`config.mk`:
```
export PLATFORM = sky130hd
export DESIGN_NAME = mem_access_unit
export DESIGN_NICKNAME = d
export VERILOG_FILES = /design/src/rtl/mem_pkg.sv /design/src/rtl/mau_lane_align.sv /design/src/rtl/mem_access_unit.sv
export SDC_FILE = /design/constraint.sdc
export NUM_CORES = 1
export LEC_CHECK = 0
export CAP_MARGIN = 10
export CORE_MARGIN = 2
export CORE_UTILIZATION = 45
export DETAILED_ROUTE_END_ITERATION = 6
export MAX_ROUTING_LAYER = met4
export PLACE_DENSITY = 0.8
export SLEW_MARGIN = 20
export SYNTH_ARGS = -nofsm -noshare
export SYNTH_HDL_FRONTEND = slang
export SYNTH_SLANG_ARGS = --single-unit
```
`constraint.sdc`:
```
create_clock -name clk -period 3.18 [get_ports clk]
set_clock_uncertainty 0.15 [all_clocks]
set_input_delay 0.477 -clock clk [delete_from_list [all_inputs] [get_ports clk]]
set_output_delay 0.477 -clock clk [all_outputs]
set_load 0.01 [all_outputs]
```
`src/rtl/mem_pkg.sv`:
```
// Shared encodings and lane helpers for the load/store initiator.
package mem_pkg;

  // Access size encodings carried on req_size
  localparam logic [1:0] SZ_BYTE = 2'b00;
  localparam logic [1:0] SZ_HALF = 2'b01;
  localparam logic [1:0] SZ_WORD = 2'b10;
  localparam logic [1:0] SZ_ILL  = 2'b11;

  // FSM state encoding
  localparam logic [2:0] StIdle  = 3'd0;
  localparam logic [2:0] StLoad  = 3'd1;
  localparam logic [2:0] StRmwRd = 3'd2;
  localparam logic [2:0] StWrite = 3'd3;
  localparam logic [2:0] StResp  = 3'd4;
  localparam logic [2:0] StFault = 3'd5;

  // Byte-enable mask of the lanes touched by an aligned access
  function automatic logic [3:0] lane_mask(input logic [1:0] size, input logic [1:0] lo);
    logic [3:0] m;
    unique case (size)
      SZ_BYTE: m = 4'b0001 << lo;
      SZ_HALF: m = lo[1] ? 4'b1100 : 4'b0011;
      default: m = 4'b1111;
    endcase
    return m;
  endfunction

  // Illegal size or an address not aligned to the access size
  function automatic logic access_fault(input logic [1:0] size, input logic [1:0] lo);
    return (size == SZ_ILL) ||
           ((size == SZ_HALF) && lo[0]) ||
           ((size == SZ_WORD) && (lo != 2'b00));
  endfunction

endpackage

```
`src/rtl/mau_lane_align.sv`:
```
// Combinational lane logic: load extract/extend and sub-word store merge.
module mau_lane_align
  import mem_pkg::*;
(
  input  logic [1:0]  size,
  input  logic        sign_ext,
  input  logic [1:0]  addr_lo,
  input  logic [31:0] rdata,
  input  logic [31:0] wdata,
  output logic [31:0] load_data,
  output logic [31:0] merged
);

  logic [7:0]  byte_sel;
  logic [15:0] half_sel;
  logic [31:0] lane_data;
  logic [3:0]  be;

  // Pick the addressed lane out of the read word and extend it
  always_comb begin
    byte_sel  = 8'h00;
    half_sel  = addr_lo[1] ? rdata[31:16] : rdata[15:0];
    load_data = rdata;
    unique case (addr_lo)
      2'd0:    byte_sel = rdata[7:0];
      2'd1:    byte_sel = rdata[15:8];
      2'd2:    byte_sel = rdata[23:16];
      default: byte_sel = rdata[31:24];
    endcase
    unique case (size)
      SZ_BYTE: load_data = {{24{sign_ext & byte_sel[7]}}, byte_sel};
      SZ_HALF: load_data = {{16{sign_ext & half_sel[15]}}, half_sel};
      default: load_data = rdata;
    endcase
  end

  // Replicate store data across lanes, then replace only the enabled bytes
  always_comb begin
    be        = lane_mask(size, addr_lo);
    lane_data = wdata;
    merged    = rdata;
    unique case (size)
      SZ_BYTE: lane_data = {4{wdata[7:0]}};
      SZ_HALF: lane_data = {2{wdata[15:0]}};
      default: lane_data = wdata;
    endcase
    for (int i = 0; i < 4; i++) begin
      if (be[i]) merged[8*i +: 8] = lane_data[8*i +: 8];
    end
  end

endmodule

```
`src/rtl/mem_access_unit.sv`:
```
// Load/store initiator: sequences Dmem reads/writes for byte/half/word accesses.
module mem_access_unit
  import mem_pkg::*;
#(
  parameter int unsigned ADDR_W = 14,
  parameter int unsigned DATA_W = 32
) (
  input  logic              clk,
  input  logic              rst_n,
  input  logic              req_valid,
  output logic              req_ready,
  input  logic              req_store,
  input  logic [1:0]        req_size,
  input  logic              req_signed,
  input  logic [ADDR_W-1:0] req_addr,
  input  logic [DATA_W-1:0] req_wdata,
  output logic              resp_done,
  output logic              resp_fault,
  output logic [DATA_W-1:0] resp_rdata,
  output logic [ADDR_W-1:0] dmem_addr,
  output logic [DATA_W-1:0] dmem_wdata,
  output logic              dmem_read,
  output logic              dmem_write,
  input  logic [DATA_W-1:0] dmem_rdata
);

  logic [2:0]        state_q, state_d;
  logic [1:0]        size_q;
  logic              signed_q;
  logic [ADDR_W-1:0] addr_q;
  logic [DATA_W-1:0] wdata_q;
  logic [DATA_W-1:0] rdata_q;
  logic              accept;
  logic              req_fault;
  logic [DATA_W-1:0] load_data;
  logic [DATA_W-1:0] merged;

  assign accept    = req_valid && (state_q == StIdle);
  assign req_fault = access_fault(req_size, req_addr[1:0]);

  mau_lane_align u_lane_align (
    .size      (size_q),
    .sign_ext  (signed_q),
    .addr_lo   (addr_q[1:0]),
    .rdata     (dmem_rdata),
    .wdata     (wdata_q),
    .load_data (load_data),
    .merged    (merged)
  );

  // Next-state decode; routing is fixed at accept from the live request
  always_comb begin
    state_d = state_q;
    unique case (state_q)
      StIdle: begin
        if (req_valid) begin
          if (req_fault)               state_d = StFault;
          else if (!req_store)         state_d = StLoad;
          else if (req_size == SZ_WORD) state_d = StWrite;
          else                         state_d = StRmwRd;
        end
      end
      StLoad:  state_d = StResp;
      StRmwRd: state_d = StWrite;
      StWrite: state_d = StResp;
      StResp:  state_d = StIdle;
      StFault: state_d = StIdle;
      default: state_d = StIdle;
    endcase
  end

  // State and request latches; reset aborts any access in flight
  always_ff @(posedge clk or negedge rst_n) begin
    if (!rst_n) begin
      state_q  <= StIdle;
      size_q   <= SZ_BYTE;
      signed_q <= 1'b0;
      addr_q   <= '0;
      wdata_q  <= '0;
      rdata_q  <= '0;
    end else begin
      state_q <= state_d;
      if (accept) begin
        size_q   <= req_size;
        signed_q <= req_signed;
        addr_q   <= req_addr;
        wdata_q  <= req_wdata;
      end
      // Sub-word store: wdata_q becomes the full word to write back
      if (state_q == StRmwRd) wdata_q <= merged;
      if (state_q == StLoad)  rdata_q <= load_data;
    end
  end

  // Outputs decoded from registered state only, so no request-to-Dmem path
  always_comb begin
    req_ready  = (state_q == StIdle);
    dmem_read  = (state_q == StLoad) || (state_q == StRmwRd);
    dmem_write = (state_q == StWrite);
    resp_done  = (state_q == StResp) || (state_q == StFault);
    resp_fault = (state_q == StFault);
    resp_rdata = rdata_q;
    dmem_addr  = '0;
    dmem_wdata = '0;
    if (state_q != StIdle) begin
      dmem_addr  = {addr_q[ADDR_W-1:2], 2'b00};
      dmem_wdata = wdata_q;
    end
  end

endmodule

```
==> impl_metrics.ini <==
[synthesis]
ys_warn_count = 0
async_flop_share_pct = 100.0
synth-seq-cells = 84
synth_top_area_share_pct = 43.76
synth_top_cell_by_area = dfrtp_1
synth-seq-area-share_pct = 43.76
synth-edff-count = 0
syn_area_um2 = 4803
syn_area_per_cell_um2 = 8.862
synth-main-ff-cell = dfrtp_1
postSynthCellCount = 542
synthTopCellsByArea = dfrtp_1 (44%), nand2_1 (7.7%), nor2b_1 (6.8%)
synth_cell_types = 44

[critical_path]
worstSetupPathType = reg -> out
crit_buf_inv = 2
reg2reg_depth = 5
slowest_delay_ns = 0.60
cp.depth = 4
crit_chain = or2_1 -> nor2_2 -> buf_4 -> clkdlybuf4s50_1
cpMaxStageDelayCell = clkdlybuf4s50_1
critPathLaunchType = flop
cp.arrival_ns = 2.24
end_kind = output pin
cp_max_fo = 29
worst_path_dominant_cell_family = buffers and inverters
cp.required_ns = 2.55

[pwr]
power_density_nw_per_um2 = 1052
p_leak_nw = 2.731
ir_worst_vdd_v = 0.0004384

[cts]
htree_num_levels = 3
post_cts_buffers = 0
clkTransAtPathRegs_ns = 0.09
cts_tree = done
hold_buffers = 0
clock-sinks = 84
clk_path_buf_depth = 2
worstSkewPairLatency_ns = 0.36
root_buffer = clkbuf_8
cts_resized = 0
cts_made_buffers = 9

[global_route]
antenna_found_initial = 0
grt_usage_pct = 28.66
grt_max_degree = 85
first_global_vias = 4847
grt.overflow.total = 0
grt_pass1_wl_um = 24930

[sta]
fmax_mhz = 349.4
fin_crit_sh_pct = 90.01
drv_slew = 0
rsz0062_at_grt = false
post-route-min-period_ns = 2.862
setup_viol = 0
tightest_slew_ns = 0.9208
holdWs_ns = -0.02895
hold_viol = 11
slew_headroom_pct = 38.49
tns_ns = 0

[drt]
drt_iter0_markers = 568
post_drt_wl_per_cell_um = 19.40
drtAntennaViolNets = 0
avgViaCountPerCell = 5.904
drcViolationCount = 0
wl_um = 16020
drt_pass1_iterations = 5
num_vias = 4877

[die]
ios = 168
core_um2 = 10320
initial_core_util_pct = 46.53
rows = 37
die-width_um = 107.3
fp.dieH_um = 107.3
die-area_um2 = 11520

[run]
maxCapViolations = 0

[outcome]
violations = negative hold slack
status = finished, violations left

[final_layout]
finalNonFillerCells = 826
nNetsFinal = 770
utilization_pct = 65.40
area_delta_synth_final_pct = 40.56
fin_area_um2 = 6751
layout-drive-gt1-share_pct = 6.667
num_antenna_cells = 0

[place]
place_area_um2 = 6513
dpl.cell_count = 810
place_congestion = 0.9356
portBuffers = 165
hpwl_um = 11880

[worst_hold_path]
hold_path.class = in -> async
==> worst reg2reg max path, stage by stage, from the launching register on <==
cell	delay [ns]
dfrtp_1	0.63
buf_4	0.45
inv_1	0.30
o2111ai_2	0.28
nand2_1	0.33
o21a_1	0.26
==> per-layer routing <==
| layer | vias up | track usage, % | part of all wire, % |
|---|---|---|---|
| met5 | - | - | 0 |
| met4 | 0 | 12.62 | 3.6 |
| met3 | 60 | 4.782 | 7.9 |
| met2 | 273 | 45.52 | 49 |
| met1 | 2332 | 36.28 | 40 |
| li1 | 2212 | - | - |
==> cell type report <==
type                    count  area, µm²
inverters                   4      15.01
multi-input cells         409       2486
clock inverters             5      83.83
repair buffers            177       1743
well taps                 136      170.2
fillers                   853       3572
clock buffers              11      151.4
flip-flops and latches     84       2102
==> cells in the final DEF, fill, tap and decap left out, types with 16 or more instances in the layout <==
master,count
nand3_1,49
o21a_1,16
clkdlybuf4s50_1,164
mux2i_1,24
o211ai_1,17
o21ai_0,33
nand2_1,98
nor2b_1,52
dfrtp_1,84
a21oi_1,22
==> metrics by stage <==
stage / power, mW / setup WS (ns) / hold WS, ns
finish: 7.105 / 0.3176 / -0.02895
detailed placement: 6.201 / 0.6327 / 0.3041
floorplan: 4.307 / 0.9627 / 0.03141
CTS: 7.105 / 0.3100 / 0.1951
global placement: 6.060 / 0.7463 / 0.3035
global route: 7.567 / 0.2152 / 0.03978
==> flip-flops by register name, indices dropped and copies added, names as in the netlist <==
| name | count |
|---|---|
| signed_q | 1 |
| state_q | 3 |
| resp_rdata | 32 |
| wdata_q | 32 |
| size_q | 2 |
| addr_q | 14 |
==> worst paths after layout <==
kind / slack (ns) / end / start
setup / recovery: 0.32 / req_ready / state_q[2]
hold reg to reg: 0.32 / addr_q[13] / addr_q[13]
min in group clk: 0.32 / addr_q[13] / addr_q[13]
setup reg to reg: 0.70 / wdata_q[4] / size_q[1]
max in group asynchronous: 2.33 / state_q[1] / rst_n
hold / removal: -0.03 / resp_rdata[21] / rst_n
==> where the power goes <==
part	switching (mW)	internal, mW
registers	0.451	1.58
clock network	0.401	0.487
logic	2.12	2.07
total	2.97	4.14
==> synthesized netlist by cell type (3+ instances only) <==
cell type and n:
o2111ai_1 8, nor2_1 9, a22oi_1 14, inv_1 4, clkbuf_1 24, o22a_1 8, buf_1 6, o21a_1 16
nand3_1 49, o22ai_1 7, or3_1 8, dfrtp_1 84, buf_2 12, buf_4 3, nand2_1 98, nand2b_1 4
nor2b_1 52, a21o_1 7, o221a_2 7, a21oi_1 22, mux2i_1 24, o211ai_1 17, o21ai_0 33
==> kinds of logic after synthesis <==
group                  after synthesis  synth area share (%)
AOI/OAI and AO/OA                  151                 22.22
buffers and inverters               50                 4.611
DFF                                 84                 43.76
muxes                               25                 5.470
other                                1               0.07807
and+or+nand+nor                    231                 23.86
Power figures use the tool's default switching activity.
